File: config.mk
export PLATFORM = sky130hd
export DESIGN_NAME = muldiv_seq
export DESIGN_NICKNAME = d
export VERILOG_FILES = /design/src/rtl/muldiv_seq.sv
export SDC_FILE = /design/constraint.sdc
export NUM_CORES = 1
export LEC_CHECK = 0
export BUFFER_PORTS_ARGS = -buffer_cell sky130_fd_sc_hd__buf_2
export CAP_MARGIN = 0
export CORE_UTILIZATION = 40
export CTS_CLUSTER_DIAMETER = 80
export DETAILED_ROUTE_END_ITERATION = 12
export PLACE_DENSITY_LB_ADDON = 0.25
export SYNTH_ARGS = -nofsm -noshare
export SYNTH_HDL_FRONTEND = slang
export SYNTH_SLANG_ARGS = --single-unit
export TNS_END_PERCENT = 100
File: constraint.sdc
create_clock -name clk -period 7.9 [get_ports clk]
set_input_delay 0 -clock clk [delete_from_list [all_inputs] [get_ports clk]]
set_output_delay 0 -clock clk [all_outputs]
set_load 0.02 [all_outputs]
File: src/rtl/muldiv_seq.sv
// muldiv_seq: iterative 1-bit-per-cycle MULT/MULTU/DIV/DIVU sequencer with pipeline stall and one-cycle HI/LO write pulse
// Ports: clk, rst (sync, active-high); start/op/src_a/src_b request (op 00 MULT, 01 MULTU, 10 DIV, 11 DIVU);
//   cancel flushes an in-flight op; stall_req/busy status; done/we_hi/we_lo result pulse; hi_out/lo_out result.
module muldiv_seq #(
    parameter int DATA_WIDTH = 32,
    parameter int CNT_WIDTH  = 6
) (
    input  logic                  clk,
    input  logic                  rst,
    input  logic                  start,
    input  logic [1:0]            op,
    input  logic [DATA_WIDTH-1:0] src_a,
    input  logic [DATA_WIDTH-1:0] src_b,
    input  logic                  cancel,
    output logic                  stall_req,
    output logic                  busy,
    output logic                  done,
    output logic                  we_hi,
    output logic                  we_lo,
    output logic [DATA_WIDTH-1:0] hi_out,
    output logic [DATA_WIDTH-1:0] lo_out
);
    localparam int W = DATA_WIDTH;
    localparam logic [1:0] IDLE = 2'd0, CALC = 2'd1, DONE = 2'd2;
    logic [1:0]           state_q, state_d;
    logic [CNT_WIDTH-1:0] cnt_q, cnt_d;
    logic [2*W-1:0]       acc_q, acc_d;
    logic [W-1:0]         b_q, b_d, hi_q, hi_d, lo_q, lo_d;
    logic                 sa_q, sa_d, sb_q, sb_d, div_q, div_d;
    logic                 accept, div0, sgn_a, sgn_b, last;
    logic [W:0]           mac, shifted, diff;
    logic [2*W-1:0]       mul_nxt, div_nxt, nxt, prod;
    logic [W-1:0]         quo, rem;
    assign accept = state_q == IDLE && start && !cancel;
    assign div0   = op[1] && src_b == '0;
    assign sgn_a  = !op[0] && src_a[W-1];
    assign sgn_b  = !op[0] && src_b[W-1];
    assign last   = cnt_q == CNT_WIDTH'(W - 1);
    // Multiply: acc = {partial product, unconsumed multiplier bits}; add into the top, shift right.
    assign mac     = {1'b0, acc_q[2*W-1:W]} + (acc_q[0] ? {1'b0, b_q} : '0);
    assign mul_nxt = {mac, acc_q[W-1:1]};
    // Divide: acc = {partial remainder, dividend/quotient}; quotient bits enter at the bottom.
    assign shifted = acc_q[2*W-1:W-1];
    assign diff    = shifted - {1'b0, b_q};
    assign div_nxt = {diff[W] ? shifted[W-1:0] : diff[W-1:0], acc_q[W-2:0], ~diff[W]};
    assign nxt     = div_q ? div_nxt : mul_nxt;
    assign prod    = (sa_q ^ sb_q) ? -nxt : nxt;
    assign quo     = (sa_q ^ sb_q) ? -nxt[W-1:0] : nxt[W-1:0];
    assign rem     = sa_q ? -nxt[2*W-1:W] : nxt[2*W-1:W];
    always_comb begin
        state_d = state_q;
        cnt_d   = cnt_q;
        acc_d   = acc_q;
        b_d     = b_q;
        sa_d    = sa_q;
        sb_d    = sb_q;
        div_d   = div_q;
        hi_d    = hi_q;
        lo_d    = lo_q;
        case (state_q)
            IDLE: if (accept) begin
                sa_d    = sgn_a;
                sb_d    = sgn_b;
                div_d   = op[1];
                b_d     = sgn_b ? -src_b : src_b;
                acc_d   = {{W{1'b0}}, sgn_a ? -src_a : src_a};
                cnt_d   = '0;
                state_d = div0 ? DONE : CALC;
                hi_d    = div0 ? src_a : hi_q;
                lo_d    = div0 ? '1 : lo_q;
            end
            CALC: if (cancel) begin
                state_d = IDLE;
            end else begin
                acc_d   = nxt;
                cnt_d   = cnt_q + CNT_WIDTH'(1);
                state_d = last ? DONE : CALC;
                hi_d    = last ? (div_q ? rem : prod[2*W-1:W]) : hi_q;
                lo_d    = last ? (div_q ? quo : prod[W-1:0]) : lo_q;
            end
            default: state_d = IDLE;
        endcase
    end
    always_ff @(posedge clk) begin
        if (rst) begin
            state_q <= IDLE;
            cnt_q   <= '0;
            acc_q   <= '0;
            b_q     <= '0;
            sa_q    <= 1'b0;
            sb_q    <= 1'b0;
            div_q   <= 1'b0;
            hi_q    <= '0;
            lo_q    <= '0;
        end else begin
            state_q <= state_d;
            cnt_q   <= cnt_d;
            acc_q   <= acc_d;
            b_q     <= b_d;
            sa_q    <= sa_d;
            sb_q    <= sb_d;
            div_q   <= div_d;
            hi_q    <= hi_d;
            lo_q    <= lo_d;
        end
    end
    assign busy      = state_q != IDLE;
    assign stall_req = accept || state_q == CALC;
    assign done      = state_q == DONE && !cancel;
    assign we_hi     = done;
    assign we_lo     = done;
    assign hi_out    = hi_q;
    assign lo_out    = lo_q;
endmodule

* After elaboration in Yosys (flattened, before gate mapping)
Index checks and enable logic that the tools add are counted.
W data, S select, Z words.
** Word-level totals
- Register bits after elaboration :: 171
- Output and inout bits :: 69
- Word-level logic and storage cells :: 73
** Cells by class
- $add $sub $neg :: 8
- Eq/ne operators :: 7
- Muxes and demuxes :: 31
- Bitwise operators :: 2
- Reductions and logical operators :: 16
** Operators with widths (count)
- $mux W32 :: 16
- $mux W64 :: 4
- $neg A32 Y32 :: 4
- $pmux W32 S2 :: 2
- $pmux W64 S2 :: 1
- $neg A64 Y64 :: 1
- $add A32 B32 Y33 :: 1
- $sub A33 B32 Y33 :: 1
- $logic_not A32 Y1 :: 1
- $mux W6 :: 2
- $pmux W6 S2 :: 1
- $mux W2 :: 4
- $ne A2 B2 Y1 const B :: 4
- $add A6 B1 Y6 const B :: 1
- $eq A6 B5 Y1 const B :: 1
- $logic_and A1 B1 Y1 :: 6
- $reduce_and A5 Y1 :: 1
- $pmux W2 S2 :: 1
- $reduce_bool A2 Y1 :: 2
- $reduce_and A3 Y1 :: 1
- $eq A2 B1 Y1 const B :: 1
- $eq A2 B2 Y1 const B :: 1
- $logic_not A1 Y1 :: 2
- $logic_not A2 Y1 :: 1
- 4 further kinds :: 4

* Depth between registers and ports, before layout
- Depth after elaboration :: 9
- Mapped depth :: 23
- Depth with buffers taken out :: 23

* Least setup slack after synthesis
Ideal clock, no wire load.
- Path kind :: register to register
- Start :: reg div_q
- End :: reg hi_q[18], in the netlist hi_out[18]
- Arrival :: 5.876 ns
- Required time :: 7.830 ns
- Slack :: 1.953 ns
- Stages on the path, launching flop included :: 21
- Buffers on the path :: 7
- Clock period less this slack :: 5.947 ns
- Cells stage by stage :: dfxtp_1 clkbuf_1 clkbuf_1 clkbuf_1 buf_2 buf_1 clkbuf_1 buf_1 mux2i_1 ha_1 or4b_2 or4_1 nor2_1 inv_1 nor3_1 nor3_1 a21oi_4 a21oi_1 xnor2_1 a211o_1 a21oi_1
** On the way
- Cells in the longest elaborated chain, start to end :: 7
- Elaborated cells on any way between the ends :: 9
** Ends and longest elaborated chain
- from (decl) :: line 29 : logic sa_q, sa_d, sb_q, sb_d, div_q, div_d;
- from (signal assigned) :: line 102 : div_q <= div_d;
- $mux W64 :: line 46 : assign nxt = div_q ? div_nxt : mul_nxt;
- $neg A64 Y64 / $neg A32 Y32 (equally long branches) :: line 47, 49
- $mux W64 / $mux W32 (equally long branches) :: line 47, 49
- $mux W32 (*) (2 in a row) :: line 78 : hi_d = last ? (div_q ? rem : prod[2*W-1:W]) : hi_q;
- $mux W32 (*) :: line 72 : CALC: if (cancel) begin
- $pmux W32 S2 (*) :: line 60 : case (state_q)
- to (signal assigned) :: line 103 : hi_q <= hi_d;
- to (decl) :: line 28 : logic [W-1:0] b_q, b_d, hi_q, hi_d, lo_q, lo_d;
Mark *: on every way between the ends. The rest lies on a longest branch, timed or not. The select of a mux whose other input is x is not followed.
A chain may end at the register's enable or synchronous reset.

* Final worst setup path
- Start :: reg acc_q[31]
- End :: reg hi_q[18], in the netlist hi_out[18]
** On the way
- Cells in the longest elaborated chain, start to end :: 9
- Elaborated cells on any way between the ends :: 12
** Ends and longest elaborated chain
- from (decl) :: line 27 : logic [2*W-1:0] acc_q, acc_d;
- from (signal assigned) :: line 88 : acc_q <= '0;
- from (signal assigned) :: line 98 : acc_q <= acc_d;
- $sub A33 B32 Y33 :: line 44 : assign diff = shifted - {1'b0, b_q};
- $mux W32 / $not A1 Y1 (equally long branches) :: line 45 : assign div_nxt = {diff[W] ? shifted[W-1:0] : diff[W-1:0], acc_q[W-2:0], ~diff[W]};
- $mux W64 (*) :: line 46
- $neg A64 Y64 / $neg A32 Y32 (equally long branches) :: line 47, 49
- $mux W64 / $mux W32 (equally long branches) :: line 47, 49
- $mux W32 (*) (2 in a row) :: line 78
- $mux W32 (*) :: line 72
- $pmux W32 S2 (*) :: line 60
Marks and branches as above.

==> out/qor.tcl <==
set qor(syn-cell-area_um2) 14740
set qor(synth.area.top_cells) {dfxtp_1 23%, nor2_1 6.7%, a21oi_1 6.7%}
set qor(synth.net_count) 2184
set qor(slowest_delay_ns) 0.74
set qor(place.gp.congestion) 0.9298
set qor(hpwlAfterDp_mm) 40.26
set qor(synth_ff_type) {dfxtp_1}
set qor(slew_violations) 0
set qor(drc_errors) 0
set qor(grt_util_all_layers_pct) 28.07
set qor(ys_async_sr_fraction_pct) 0
set qor(worst_clock_skew_ns) 0.01748
set qor(detail_route.vias_per_cell) 6.072
set qor(antenna_found_initial) 0
set qor(global_route_wire_length_before_repair_mm) 83.36
set qor(fillerInstances) 3685
set qor(first_iter_violations) 1401
set qor(count_of_yosys_warnings_during_synthesis) 0
set qor(outcome) {finished, final reports clean}
set qor(first_global_vias) 14570
set qor(max-slew-margin-rel_pct) 30.07
set qor(power_leakage_nw) 6.529
set qor(critical_path.n_buffers_inverters) 3
set qor(min_period_ns) 6.852
set qor(ys_seq_elements) 171
set qor(totalNegativeSetupSlack_ns) 0
set qor(synth_top_area_share_pct) 23.23
set qor(p_per_area_nw_per_um2) 152.5
set qor(antenna_cells) 0
set qor(nNetsFinal) 2279
set qor(critical_path.top_delay_family) {simple AND/OR/NAND/NOR gates}
set qor(placement_rows) 69
set qor(syn_area_per_cell_um2) 7.213
set qor(total_congestion_overflow_after_global_routing) 0
set qor(timing.final.crit_share_pct) 86.73
set qor(synthesized_instance_count) 2043
set qor(die_h_um) 193.9
set qor(clock_tree.buffer_depth) 2
set qor(worstPathCellList) {inv_1 -> ha_1 -> inv_1 -> fa_1 -> nand2_1 -> a2111o_1 -> a21o_1 -> a21oi_4 -> mux2i_4 -> nor3_2 -> a21oi_1 -> ha_1 -> or4b_2 -> or4_1 -> nor2_1 -> inv_1 -> nor3_1 -> nor3_1 -> a21oi_4 -> a21oi_1 -> xnor2_1 -> a211o_1 -> a21oi_1}
set qor(tritoncts) {built}
set qor(share_of_final_layout_standard_cells_stronger_than_drive_strength_1_pct) 11.53
set qor(die_w_um) 193.9
set qor(routed_wl_mm) 54.05
set qor(max-cap-violations) 0
set qor(setup.worst_path.class) {reg -> reg}
set qor(ir_drop_mv) 0.1509
set qor(maximum_number_of_pins_on_one_net_before_global_route_repair) 89
set qor(floorplan.initialDensity_pct) 41.03
set qor(finalSetupViolCount) 0
set qor(clk_transition_reported_paths_ns) 0.08
set qor(hold_path_class) {in -> reg}
set qor(dr.pass1.iters) 5
set qor(setup_repair_after_global_routing_missed_its_margin) {no}
set qor(post_cts.resized_instances) 0
set qor(achievable-frequency_mhz) 145.9
set qor(die-area_um2) 37610
set qor(coreArea_um2) 35910
set qor(totalPowerFinal_mw) 2.551
set qor(worst_pin_slew_ns) 1.049
set qor(yosysUniqueCellTypes) 91
set qor(cp_launch_type) {register}
set qor(vias) 15850
set qor(critical-path-slowest-cell) {nor3_1}
set qor(cp_max_fo) 10
set qor(number_of_nets_with_antenna_violations_after_routing) 0
set qor(worstSetupEndpointType) {register}
set qor(layout-area-overhead-vs-synth_pct) 13.53
set qor(post_drt_wl_per_cell_um) 20.70
set qor(synth-edff-count) 0
set qor(clock_tree.htree_level_count) 4
set qor(synth_top_area_cell) {dfxtp_1}
set qor(numClockSinks) 171
set qor(insertion_delay_ns) 0.46
set qor(timing.final.hold_violations) 0
set qor(io_pins) 139
set qor(tritoncts.num_buffers) 17
set qor(clockRootBuffer) {clkbuf_16}
set qor(worst-endpoint-arrival_ns) 7.23
set qor(worst_ep_required_time_ns) 8.27
set qor(ys_seq_area_share_pct) 23.23
set qor(buffer_ports.inserted) 138
[worst register-to-register path: stages (launching register included)]
cell and delay, ns:
dfxtp_1 0.37, inv_1 0.07, ha_1 0.21, inv_1 0.07
fa_1 0.22, nand2_1 0.07, a2111o_1 0.44, a21o_1 0.27
a21oi_4 0.25, mux2i_4 0.54, nor3_2 0.12, a21oi_1 0.30
ha_1 0.25, or4b_2 0.65, or4_1 0.61, nor2_1 0.30
inv_1 0.10, nor3_1 0.74, nor3_1 0.18, a21oi_4 0.32
a21oi_1 0.13, xnor2_1 0.14, a211o_1 0.28, a21oi_1 0.13
[final cells by class]
type,instances,area [um2],share of cell area (%)
tap,461,576.8,3.448
clock buffer,17,425.4,2.543
clock inverter,14,185.2,1.107
multi-input combinational,1668,10540,62.97
sequential,171,3427,20.48
timing repair buffer,204,1295,7.741
inverter,76,285.3,1.705
[cell usage in the layout (no fill, tap or decap), drive strengths merged, types with 7 or more instances in the layout]
| master | n |
|---|---|
| xnor2 | 88 |
| a21oi | 199 |
| or3 | 25 |
| a2111oi | 8 |
| nor2 | 265 |
| o21a | 11 |
| nor3b | 10 |
| a211o | 8 |
| o22ai | 8 |
| nor3 | 69 |
| a211oi | 66 |
| or4 | 8 |
| and3 | 11 |
| o31ai | 14 |
| o21bai | 9 |
| a22oi | 25 |
| mux2i | 39 |
| inv | 82 |
| a221oi | 7 |
| nor2b | 14 |
| a311oi | 26 |
| and2 | 41 |
| o211ai | 39 |
| a21o | 20 |
| xor2 | 64 |
| a31oi | 42 |
| clkbuf | 17 |
| buf | 163 |
| dfxtp | 171 |
| or2 | 11 |
| nand2 | 195 |
| dlygate4sd3 | 41 |
| mux2 | 7 |
| nand4 | 26 |
| nor4 | 16 |
| ha | 69 |
| o21ai | 107 |
| nand2b | 12 |
| nand3 | 30 |
[synth_stat cells, types with 39 or more instances]
cell type and instances:
o211ai_1 39, o21ai_0 97, xor2_1 64, nor3_1 68
a211oi_1 63, dfxtp_1 171, a31oi_1 42, inv_1 73
and2_1 41, ha_1 69, xnor2_1 88, clkbuf_1 99
a21oi_1 196, nand2_1 193, nor2_1 264
[report_power, final]
group          switching (mW)  internal, mW  total [mW]  leakage [nW]
Combinational           0.463         0.248       0.711          4.84
Sequential             0.0328         0.888       0.921          1.39
Clock                   0.414         0.505       0.919         0.301
Total                   0.910          1.64        2.55          6.53
[sequential cells by signal, indices dropped and copies added (netlist names)]
register and flops:
b_q 32, lo_out 32, acc_q 64, sb_q 1, div_q 1, sa_q 1, cnt_q 6, state_q 2
hi_out 32
[cells by family (layout without fill, tap and decap cells)]
group / after synthesis / count (layout) / synth area share [%]
DFF: 171 / 171 / 23.23
adders and majority gates: 71 / 71 / 6.131
buffers and inverters: 204 / 311 / 5.443
muxes: 46 / 46 / 3.294
and+or+nand+nor: 756 / 756 / 24.24
AOI/OAI and AO/OA: 643 / 643 / 28.62
xor gates and xnor gates: 152 / 152 / 9.035
[repair_timing]
item                                   4_1_cts  5_1_grt
endpoints found under the hold margin       40        0
hold buffers                                41        0
setup endpoints to repair                    0        0
buffers inserted                             0        0
[per-layer routing]
| metal | GRT usage [%] | up-vias | routed length (um) |
|---|---|---|---|
| li1 | - | 7632 | - |
| met1 | 36.92 | 7480 | 23670 |
| met2 | 46.61 | 666 | 25290 |
| met3 | 3.635 | 76 | 3441 |
| met4 | 10.79 | 0 | 1652 |
| met5 | 0 | - | 0 |
[metrics by stage]
step	hold WS, ns	util, %	instance area [um2]	std cells	setup WS (ns)
6_report	0.006522	46.58	16730	2611	1.048
5_1_grt	0.009312	46.58	16730	2611	0.7366
4_1_cts	0.0006166	46.58	16730	2611	1.138
3_5_place_dp	0.2662	43.74	15710	2539	1.183
3_3_place_gp	0.2658	43.74	15710	2539	1.310
2_1_floorplan	0.09625	-	14740	2043	1.954
[path summary, 6_finish.rpt]
check / slack [ns] / cells past startpoint / end / from
max: 1.05 / 23 / hi_out[18] / acc_q[31]
max reg2reg: 1.05 / 23 / hi_out[18] / acc_q[31]
min: 0.007 / 4 / hi_out[13] / src_a[13]
min reg2reg: 0.46 / 2 / hi_out[5] / hi_out[5]
(Power assumes the default switching activity.)
